### src/rtl/bcd_digit_counter_if.sv
// bcd_digit_counter_if: control inputs and BCD/status outputs of one counter digit
interface bcd_digit_counter_if;
    logic       start;
    logic       stop;
    logic       step;
    logic       up_dn;
    logic       load;
    logic [3:0] load_val;
    logic       A;
    logic       B;
    logic       C;
    logic       D;
    logic       tc;
    logic       carry;
    logic       running;
    modport master (
        output start, stop, step, up_dn, load, load_val,
        input  A, B, C, D, tc, carry, running
    );
    modport slave (
        input  start, stop, step, up_dn, load, load_val,
        output A, B, C, D, tc, carry, running
    );
endinterface

### src/rtl/bcd_digit_counter.sv
// bcd_digit_counter: single BCD digit up/down counter with run/stop FSM, prescaler and carry pulse
module bcd_digit_counter #(
    parameter int DIV       = 4,
    parameter int RESET_VAL = 0
) (
    input  logic                       clk,
    input  logic                       rst,
    bcd_digit_counter_if.slave         io
);
    typedef enum logic {STOPPED, RUNNING} state_e;
    localparam logic [7:0] PRESC_MAX = 8'(DIV - 1);
    localparam logic [3:0] RST_CNT   = 4'(RESET_VAL);
    state_e     state_q, state_d;
    logic [3:0] count_q, count_d, count_adv;
    logic [7:0] presc_q, presc_d;
    logic       carry_q, carry_d;
    logic       adv, wrap;
    always_ff @(posedge clk) begin
        if (rst) begin
            state_q <= STOPPED;
            count_q <= RST_CNT;
            presc_q <= 8'd0;
            carry_q <= 1'b0;
        end else begin
            state_q <= state_d;
            count_q <= count_d;
            presc_q <= presc_d;
            carry_q <= carry_d;
        end
    end
    // load outranks FSM transitions, which outrank advancing; a transition edge never advances
    always_comb begin
        wrap      = io.up_dn ? (count_q == 4'd9) : (count_q == 4'd0);
        count_adv = io.up_dn ? (wrap ? 4'd0 : count_q + 4'd1) : (wrap ? 4'd9 : count_q - 4'd1);
        state_d   = state_q;
        presc_d   = presc_q;
        adv       = 1'b0;
        if (io.load) begin
            presc_d = 8'd0;
        end else if (state_q == STOPPED && io.start && !io.stop) begin
            state_d = RUNNING;
            presc_d = 8'd0;
        end else if (state_q == RUNNING && io.stop) begin
            state_d = STOPPED;
            presc_d = 8'd0;
        end else if (state_q == RUNNING) begin
            adv     = (presc_q == PRESC_MAX);
            presc_d = adv ? 8'd0 : presc_q + 8'd1;
        end else begin
            adv = io.step;
        end
        count_d = io.load ? ((io.load_val <= 4'd9) ? io.load_val : count_q) : (adv ? count_adv : count_q);
        carry_d = adv & wrap;
    end
    assign {io.A, io.B, io.C, io.D} = count_q;
    assign io.tc      = io.up_dn ? (count_q == 4'd9) : (count_q == 4'd0);
    assign io.carry   = carry_q;
    assign io.running = (state_q == RUNNING);
endmodule

### src/flat_wrapper.sv
// flat-port wrapper written by rule: the top's interface ports become plain ports
module bcd_digit_counter_flat 
#(
    parameter int DIV       = 4,
    parameter int RESET_VAL = 0
)
  (clk, rst, io_start, io_stop, io_step, io_up_dn, io_load, io_load_val, io_A, io_B, io_C, io_D, io_tc, io_carry, io_running);
  bcd_digit_counter_if io_i ();
  input  logic clk;
  input  logic rst;
  input wire logic [$bits(io_i.start)-1:0] io_start;
  input wire logic [$bits(io_i.stop)-1:0] io_stop;
  input wire logic [$bits(io_i.step)-1:0] io_step;
  input wire logic [$bits(io_i.up_dn)-1:0] io_up_dn;
  input wire logic [$bits(io_i.load)-1:0] io_load;
  input wire logic [$bits(io_i.load_val)-1:0] io_load_val;
  output wire logic [$bits(io_i.A)-1:0] io_A;
  output wire logic [$bits(io_i.B)-1:0] io_B;
  output wire logic [$bits(io_i.C)-1:0] io_C;
  output wire logic [$bits(io_i.D)-1:0] io_D;
  output wire logic [$bits(io_i.tc)-1:0] io_tc;
  output wire logic [$bits(io_i.carry)-1:0] io_carry;
  output wire logic [$bits(io_i.running)-1:0] io_running;
  assign io_i.start = io_start;
  assign io_i.stop = io_stop;
  assign io_i.step = io_step;
  assign io_i.up_dn = io_up_dn;
  assign io_i.load = io_load;
  assign io_i.load_val = io_load_val;
  assign io_A = io_i.A;
  assign io_B = io_i.B;
  assign io_C = io_i.C;
  assign io_D = io_i.D;
  assign io_tc = io_i.tc;
  assign io_carry = io_i.carry;
  assign io_running = io_i.running;
  bcd_digit_counter #(.DIV(DIV), .RESET_VAL(RESET_VAL)) u_core (.clk(clk), .rst(rst), .io(io_i));
endmodule
### config.mk
export PLATFORM = sky130hd
export DESIGN_NAME = bcd_digit_counter_flat
export DESIGN_NICKNAME = d
export VERILOG_FILES = /design/src/rtl/bcd_digit_counter_if.sv /design/src/rtl/bcd_digit_counter.sv /design/src/flat_wrapper.sv
export SDC_FILE = /design/constraint.sdc
export NUM_CORES = 1
export LEC_CHECK = 0
export ABC_AREA = 1
export CORE_UTILIZATION = 49
export CTS_CLUSTER_SIZE = 10
export DETAILED_ROUTE_END_ITERATION = 8
export HOLD_SLACK_MARGIN = 0.02
export PLACE_DENSITY_LB_ADDON = 0.1
export SYNTH_ARGS = -nofsm -noshare
export SYNTH_HDL_FRONTEND = slang
export SYNTH_SLANG_ARGS = --single-unit
### constraint.sdc
create_clock -name clk -period 2.65 [get_ports clk]
set_input_delay 0.6625 -clock clk [delete_from_list [all_inputs] [get_ports clk]]
set_output_delay 0.6625 -clock clk [all_outputs]
set_load 0.1 [all_outputs]
# Yosys cells after proc, flatten, opt, wreduce, memory -nomap -nowiden
# Index checks and enable logic that the tools add are counted.
# op_classes
n_lt_le_gt_ge	1
bitwise_logic	3
eq_ne	3
n_addsub	3
n_reduce_logical	10
n_mux	14
# ops
operator	n
4-bit 2-to-1 mux	6
8-bit by 1-bit adder with 8-bit output, second input constant	1
8-bit by 2-bit equality test with 1-bit output, second input constant	1
8-bit 2-to-1 mux	1
1-bit 2-to-1 mux	7
4-bit by 1-bit adder with 4-bit output, second input constant	1
4-bit equality test, second input constant	1
4-bit less-or-equal comparator, second input constant	1
4-bit zero test	1
2-bit AND reduction	2
2-bit nonzero test	2
4-bit OR reduction	1
4-bit by 1-bit subtractor with 4-bit output, second input constant	1
1-bit logical AND	3
2-bit by 1-bit inequality test with 1-bit output, second input constant	1
1-bit inverter	2
1-bit AND	1
1-bit zero test	1
# word_totals
wordCells	38
output_inout_bits	7
in_bits	11
regBits	14

# Longest topological paths before layout
# Gate-level depths: netlist (run 1).
# logic_depth
depth_word	7
depth_mapped	10
depth_no_buf	9

# Least setup slack after synthesis (run 1)
# No wires, ideal clock.
# synth_path
path_kind	register to output
startpoint	reg u_core.count_q[0]
endpoint	out io_tc
arrival_ps	2182
t_required_ps	1987
path_buffers	0
path_slack_ps	-194
path_stages_with_launch	4
cell_sequence	dfxtp_1 -> ha_1 -> nand4_1 -> nand2_1
# synth_via
elab_chain_len	2
elab_cells_between_ends	3
cone_classes	eq/ne: 1; mux: 1; reduce/logical: 1
# synth_rtl
item	line	text
start, declared	bcd_digit_counter.sv:14	logic [3:0] count_q, count_d, count_adv;
start signal, assigned	bcd_digit_counter.sv:26	count_q <= count_d;
4-bit equality test or 4-bit zero test (tied branches)	bcd_digit_counter.sv:56	assign io.tc = io.up_dn ? (count_q == 4'd9) : (count_q == 4'd0);
1-bit 2-to-1 mux (*)	bcd_digit_counter.sv:56	
end, declared	flat_wrapper.sv:21	output wire logic [$bits(io_i.tc)-1:0] io_tc;
# Mark *: on every way between the ends. The rest lies on a longest branch, timed or not.

# Worst setup path in the final report (run 1)
# layout_path
startpoint	in io_up_dn
endpoint	out io_tc
# layout_via
elab_chain_len	1
# layout_rtl
item	line	text
start, declared	flat_wrapper.sv:14	input wire logic [$bits(io_i.up_dn)-1:0] io_up_dn;
1-bit 2-to-1 mux	bcd_digit_counter.sv:56	
# Every way passes these cells.

==> metrics, run 1 <==
status=complete, no violations; Synth Instances=136; EDFF count, synth=0; share of total power in the clock network=20.7%; Seq/Total Area, Yosys=29.8%; Pins Over Slew Limit=0; routability cong.=0.928; # diodes=0; WP buf/inv=3; Slew @ Worst Pin=~0.37 ns; CP top delay family=buffers and inverters; CP max FO=5; static leakage=0.000490 uW; Worst path max stage delay=around 0.57 ns; Cell Chain, Critical Path=clkdlybuf4s50_1 > inv_1 > nand3_1 > nand2_2 > buf_12; hold_buf cts=0; CTS tree=yes; Synthesis Warnings=0; Crit path arrival time=~1.8 ns; min Tclk post-route=2.42 ns; placed cell area=0.00113 mm2; RSZ-0062 raised after global routing=false; Layout area overhead=23.2%; syn_area_per_cell=6.91 um2; total CTS buffers=3; Post-DRT Antenna Nets=0; IO Count=18; Psw=214 uW; Worst setup SP type=primary input; Crit path required time=between 1.5 and 2 ns; switch share=38.9%; Post-synth top cells=30 x nand2_1, 18 x nor2_1, 14 x dfxtp_1; Synth top area share=between 20% and 30%; Seq pwr share=41.9%; initial core utilization=53.3%; post-layout util=65.6%; postcts setup bufs=0; fillcell total=163; Max VDD drop=roughly 430 uV; max cap viols=0; Initial DRC Count=20; clock tree buffer depth=2; gr ovfl total=0; design area=0.00116 mm2; slowest stage cell, crit path=clkdlybuf4s50_1; Peak Freq=a little over 0.4 GHz; max_slew headroom=75.0%; Clock Sinks=14; clock latency on the worst-skew pair=between 0.2 and 0.3 ns; standard cell core area=0.00176 mm2; crit path kind=primary input to primary output; Min-Delay Path Class=flip-flop to flip-flop; count of unique library cells instantiated by Yosys=31; antenna violations before repair=0; layout cell share with drive strength beyond 1=18.6%; Fin Clk Skew=0.00603 ns; drt pass-1 iters=4; Comb power frac=37.4%; Fin. Hold Viols=0; Power Dens Cells=between 400 and 500 mW/mm2; drt total wl=approximately 2000 um; Post-Syn Nets=about 150; leading area contributor after synthesis=dfxtp_1; flops & latches, synth=14; overall global routing resource usage=21.5%; Main synth FF type=dfxtp_1; crit end category=primary output; Synth Cell Area=940 um2; setup TNS=0 ns; Nets=173; first-pass GRT wire length=between 3000 and 4000 um; Die Width=45.8 um; largest net degree at the start of global routing=13; Avg WL per Cell=10.8 um; period utilisation layout=slightly above 90%; die height=45.8 um; P_int=~340 uW; largest cells by area after synthesis=dfxtp_1 30%, nand2_1 12%, nor2_1 7.2%; post-CTS resize count=0; async set-reset flop share out of synthesis=0%; vias=924; Port Buf Inserts=17; vias in the first global route=820; clock-pin transition on the worst setup and hold timing paths=~0.070 ns; row count=15; DR vias/cell=roughly 5.1; DR DRC count=0; hpwl dp=1540 um; count leader, synth=nand2_1; # setup viols final=0; die area=0.00210 mm2; Root Driver=clkbuf_4; H-tree depth=1
==> logic make-up (layout without fill, tap and decap cells) <==
family	after synthesis	after routing	share of synthesized area, %
simple gates	77	77	39.7
compound gates	19	19	12.9
buf+inv	18	38	8.52
flops	14	14	29.8
fa+ha+maj	4	4	5.33
xor+xnor	4	4	3.73
==> registers in the layout, summed over array words and instances, names as in the netlist <==
signal / flops
u_core.count_q: 4
u_core.io.running: 1
u_core.io.carry: 1
u_core.presc_q: 8
==> cell type report <==
cell class / count / area, um2 / share of cell area, %
Clock buffer: 3 / 22.5 / 1.95
Inverter: 17 / 68.8 / 5.95
Multi-Input combinational cell: 104 / 582 / 50.3
Sequential cell: 14 / 280 / 24.2
Tap cell: 25 / 31.3 / 2.70
Timing Repair Buffer: 18 / 173 / 14.9
==> cells in the final DEF, fill, tap and decap left out <==
master / instances
nand2_1: 29
nor2_1: 18
dfxtp_1: 14
inv_1: 13
nand3_1: 12
clkdlybuf4s50_1: 10
buf_4: 7
o21ai_0: 5
a21oi_1: 5
xor2_1: 4
ha_1: 4
inv_2: 3
nor2_2: 3
o21ai_1: 3
nor3_1: 3
clkbuf_4: 3
nand4_1: 2
nand2_2: 2
inv_6: 1
nand3b_4: 1
o31ai_2: 1
o21ai_2: 1
a211oi_2: 1
or2_1: 1
nand3_2: 1
nand2_4: 1
a31oi_1: 1
nor3b_2: 1
a211oi_1: 1
nor3b_1: 1
or2_2: 1
a21oi_2: 1
nor4_1: 1
buf_12: 1
==> metrics by stage <==
stage	hold slack, ns	instances	total power (uW)	worst slack, ns
floorplan	0.456	136	385	0.0502
global placement	0.468	178	440	0.290
detailed placement	0.474	178	441	0.253
CTS	0.494	181	553	0.249
global route	0.512	181	579	0.176
finish	0.491	181	551	0.233
==> worst paths after layout <==
| kind | startpoint | end | slack (ns) | depth (start not counted) |
|---|---|---|---|---|
| min reg2reg | u_core.presc_q[1] | u_core.presc_q[1] | 0.49 | 2 |
| min | u_core.presc_q[1] | u_core.presc_q[1] | 0.49 | 2 |
| max | io_up_dn | io_tc | 0.23 | 5 |
| max reg2reg | u_core.count_q[0] | u_core.count_q[3] | 1.14 | 8 |
==> layer usage <==
layer  part of all wire, %  vias up  wire length (um)  global-route usage [%]
met5                     0        -                 0                       0
met4                     0        0                 0                    2.35
met3                   6.4        0               125                    6.35
met2                    45       28               885                    34.9
met1                    48      409               950                    29.0
li1                      -      487                 -                       -
==> worst reg2reg max path: cells and delay by family, from the launching register on <==
family,cells,cell delay [ns]
AND/OR/NAND/NOR,4,0.39
AO/OA/AOI/OAI,2,0.24
adder cells (fa/ha/maj),1,0.23
buffers and inverters,1,0.13
flip-flops,1,0.44
==> power groups by stage <==
stage                     logic [uW]  registers [uW]  clock network (uW)
after floorplan                 94.5             291                   0
after global placement           206             235                   0
after detailed placement         205             235                   0
after CTS                        206             230                 117
after global routing             222             233                 124
final                            206             231                 114
Note: power is estimated with default switching activity, not from simulation.
==> inputs of run 2 (changes only) <==
==> constraint.sdc (replaced) <==
create_clock -name clk -period 2.65 [get_ports clk]
set_input_delay 0.6625 -clock clk [delete_from_list [all_inputs] [get_ports clk]]
set_output_delay 0.6625 -clock clk [all_outputs]
set_load 0.01 [all_outputs]
==> run 2 against run 1 <==
  * First-iteration DRC count is 15% lower
  * Flip-flop and latch count stayed put
  * Critical endpoint unchanged
  * Combinational power fell by 32%
  * Clock-buffer cell count increased by 1
  * Core utilization grew 2.6 points
  * Critical path depth unchanged
  * Global-route usage grew 0.82 points
  * Total power is 4.1% lower
  * Die area is the same
  * Critical path type unchanged
==> metrics, run 2 (synthesized netlist as in run 1, its figures left out) <==
status=complete, no violations; Die Width=45.8 um (unchanged); # setup viols final=0 (unchanged); hpwl dp=1690 um (+9.7%); Worst path max stage delay=0.53 ns (-0.04 ns); largest net degree at the start of global routing=13 (unchanged); vias in the first global route=842 (+2.7%); Fin. Hold Viols=0 (unchanged); Pins Over Slew Limit=0 (unchanged); crit path kind=primary input to primary output; antenna violations before repair=0 (unchanged); Slew @ Worst Pin=0.394 ns (+0.0207 ns); gr ovfl total=0 (unchanged); H-tree depth=1 (unchanged); row count=15 (unchanged); Layout area overhead=28.0%; Nets=177 (+2.3%); Setup crit start=io_up_dn; overall global routing resource usage=22.3% (+0.82 points); total power draw=528 uW (-4.1%); Post-DRT Antenna Nets=0 (unchanged); CP max FO=4 (-1); Layout Cells excl Fill=186 (+2.8%); die height=45.8 um (unchanged); Clock Sinks=14 (unchanged); RSZ-0062 raised after global routing=false; r2r setup slk=1.07 ns (-0.07 ns); crit end category=primary output; # diodes=0 (unchanged); DR DRC count=0 (unchanged); Peak Freq=0.408 GHz (-1.4%); postcts setup bufs=0 (unchanged); total CTS buffers=3 (unchanged); routability cong.=0.927 (about the same); clock latency on the worst-skew pair=0.29 ns (+0.02 ns); top flop regs=u_core.presc_q: 8 flops, u_core.count_q: 4 flops; Crit path arrival time=1.79 ns (+0.04 ns); IO Count=18 (unchanged); period utilisation layout=92.5% (+1.3 points); min-delay src=u_core.presc_q[1]; static leakage=0.000503 uW (+2.6%); Root Driver=clkbuf_4; Power Dens Cells=439 mW/mm2 (-7.7%); drt pass-1 iters=5 (+1); commonest non-fill, non-tap cell in the layout=nand2_1; Min-Delay Path Class=flip-flop to flip-flop; Reg with most FFs=u_core.presc_q; clock-pin transition on the worst setup and hold timing paths=0.08 ns (about the same); max cap viols=0 (unchanged); max reg flops=8 (unchanged); layout cell share with drive strength beyond 1=16.1% (-2.4 points); Avg WL per Cell=11.4 um (+5.2%); setup TNS=0 ns (unchanged); vias=949 (+2.7%); initial core utilization=53.3% (unchanged); Crit path required time=1.99 ns (about the same); Cell Chain, Critical Path=dlygate4sd2_1 > inv_1 > nand3_1 > nand2_1 > clkdlybuf4s50_1; Max VDD drop=408 uV (-5.7%); DR vias/cell=5.10 (about the same); standard cell core area=0.00176 mm2 (unchanged); first-pass GRT wire length=3390 um (+3.3%); Port Buf Inserts=17 (unchanged); min Tclk post-route=2.45 ns (+0.0336 ns); clock tree buffer depth=2 (unchanged); max_slew headroom=73.6% (-1.4 points); Placed Cells=182 (+2.2%); commonest cells after routing, fill and taps aside=30 x nand2_1, 18 x nor2_1, 16 x clkdlybuf4s50_1; slowest stage cell, crit path=clkdlybuf4s50_1; drt total wl=2120 um (+8.1%); R2R Path Start=u_core.count_q[0]; CTS tree=yes; Worst setup SP type=primary input; die area=0.00210 mm2 (unchanged); Initial DRC Count=17 (-15%); Fin Clk Skew=0.00609 ns (+0.0000563 ns)
-- run 2: critical path: cells and delay by family --
family / cells / cell delay [ns]
buffers and inverters: 3 / 0.90
AND/OR/NAND/NOR: 2 / 0.22
-- run 2: metrics by stage --
step	cell area, um2	setup slack, ns	util (%)	hold slack, ns
final	1200	0.200	68.2	0.494
after global placement	1170	0.0607	66.2	0.465
after detailed placement	1170	-0.00548	66.2	0.477
after global routing	1200	0.100	68.2	0.520
after floorplan	940	1.02	-	0.456
after CTS	1200	0.220	68.2	0.494
-- run 2: area by class of cell --
type	count	area, um2
Sequential cell	14	280
Timing Repair Buffer	22	206
Clock buffer	4	36.3
Multi-Input combinational cell	104	579
Fill cell	167	562
Tap cell	25	31.3
Inverter	17	68.8
-- run 2: repair_timing --
item / CTS / global route
hold buffers: 0 / 0
resized for setup: 1 / 0
endpoints found under the setup margin: 1 / 0
-- run 2: final timing paths --
kind                            end  cells past startpoint
setup / recovery              io_tc                      5
hold / removal    u_core.presc_q[1]                      2
setup reg to reg  u_core.count_q[3]                      9
hold reg to reg   u_core.presc_q[1]                      2
-- run 2: where the power goes --
group,internal (uW),total (uW),switching (uW)
logic,68.0,141,72.8
clock network,83.7,157,73.1
registers,219,231,11.9
-- run 2: layer usage --
layer,wire (um),global-route usage (%),share of wire [%],vias up
li1,-,-,-,490
met1,999,27.8,47,432
met2,1000,36.3,47,27
met3,118,7.54,5.6,0
met4,0,6.47,0,0
met5,0,0,0,-
==> inputs of run 3 (changes only) <==
- CTS_CLUSTER_DIAMETER: not set -> 80
- TNS_END_PERCENT: not set -> 5
==> results of run 3 <==
Final layout, timing and power as in run 2 (identical DEF).
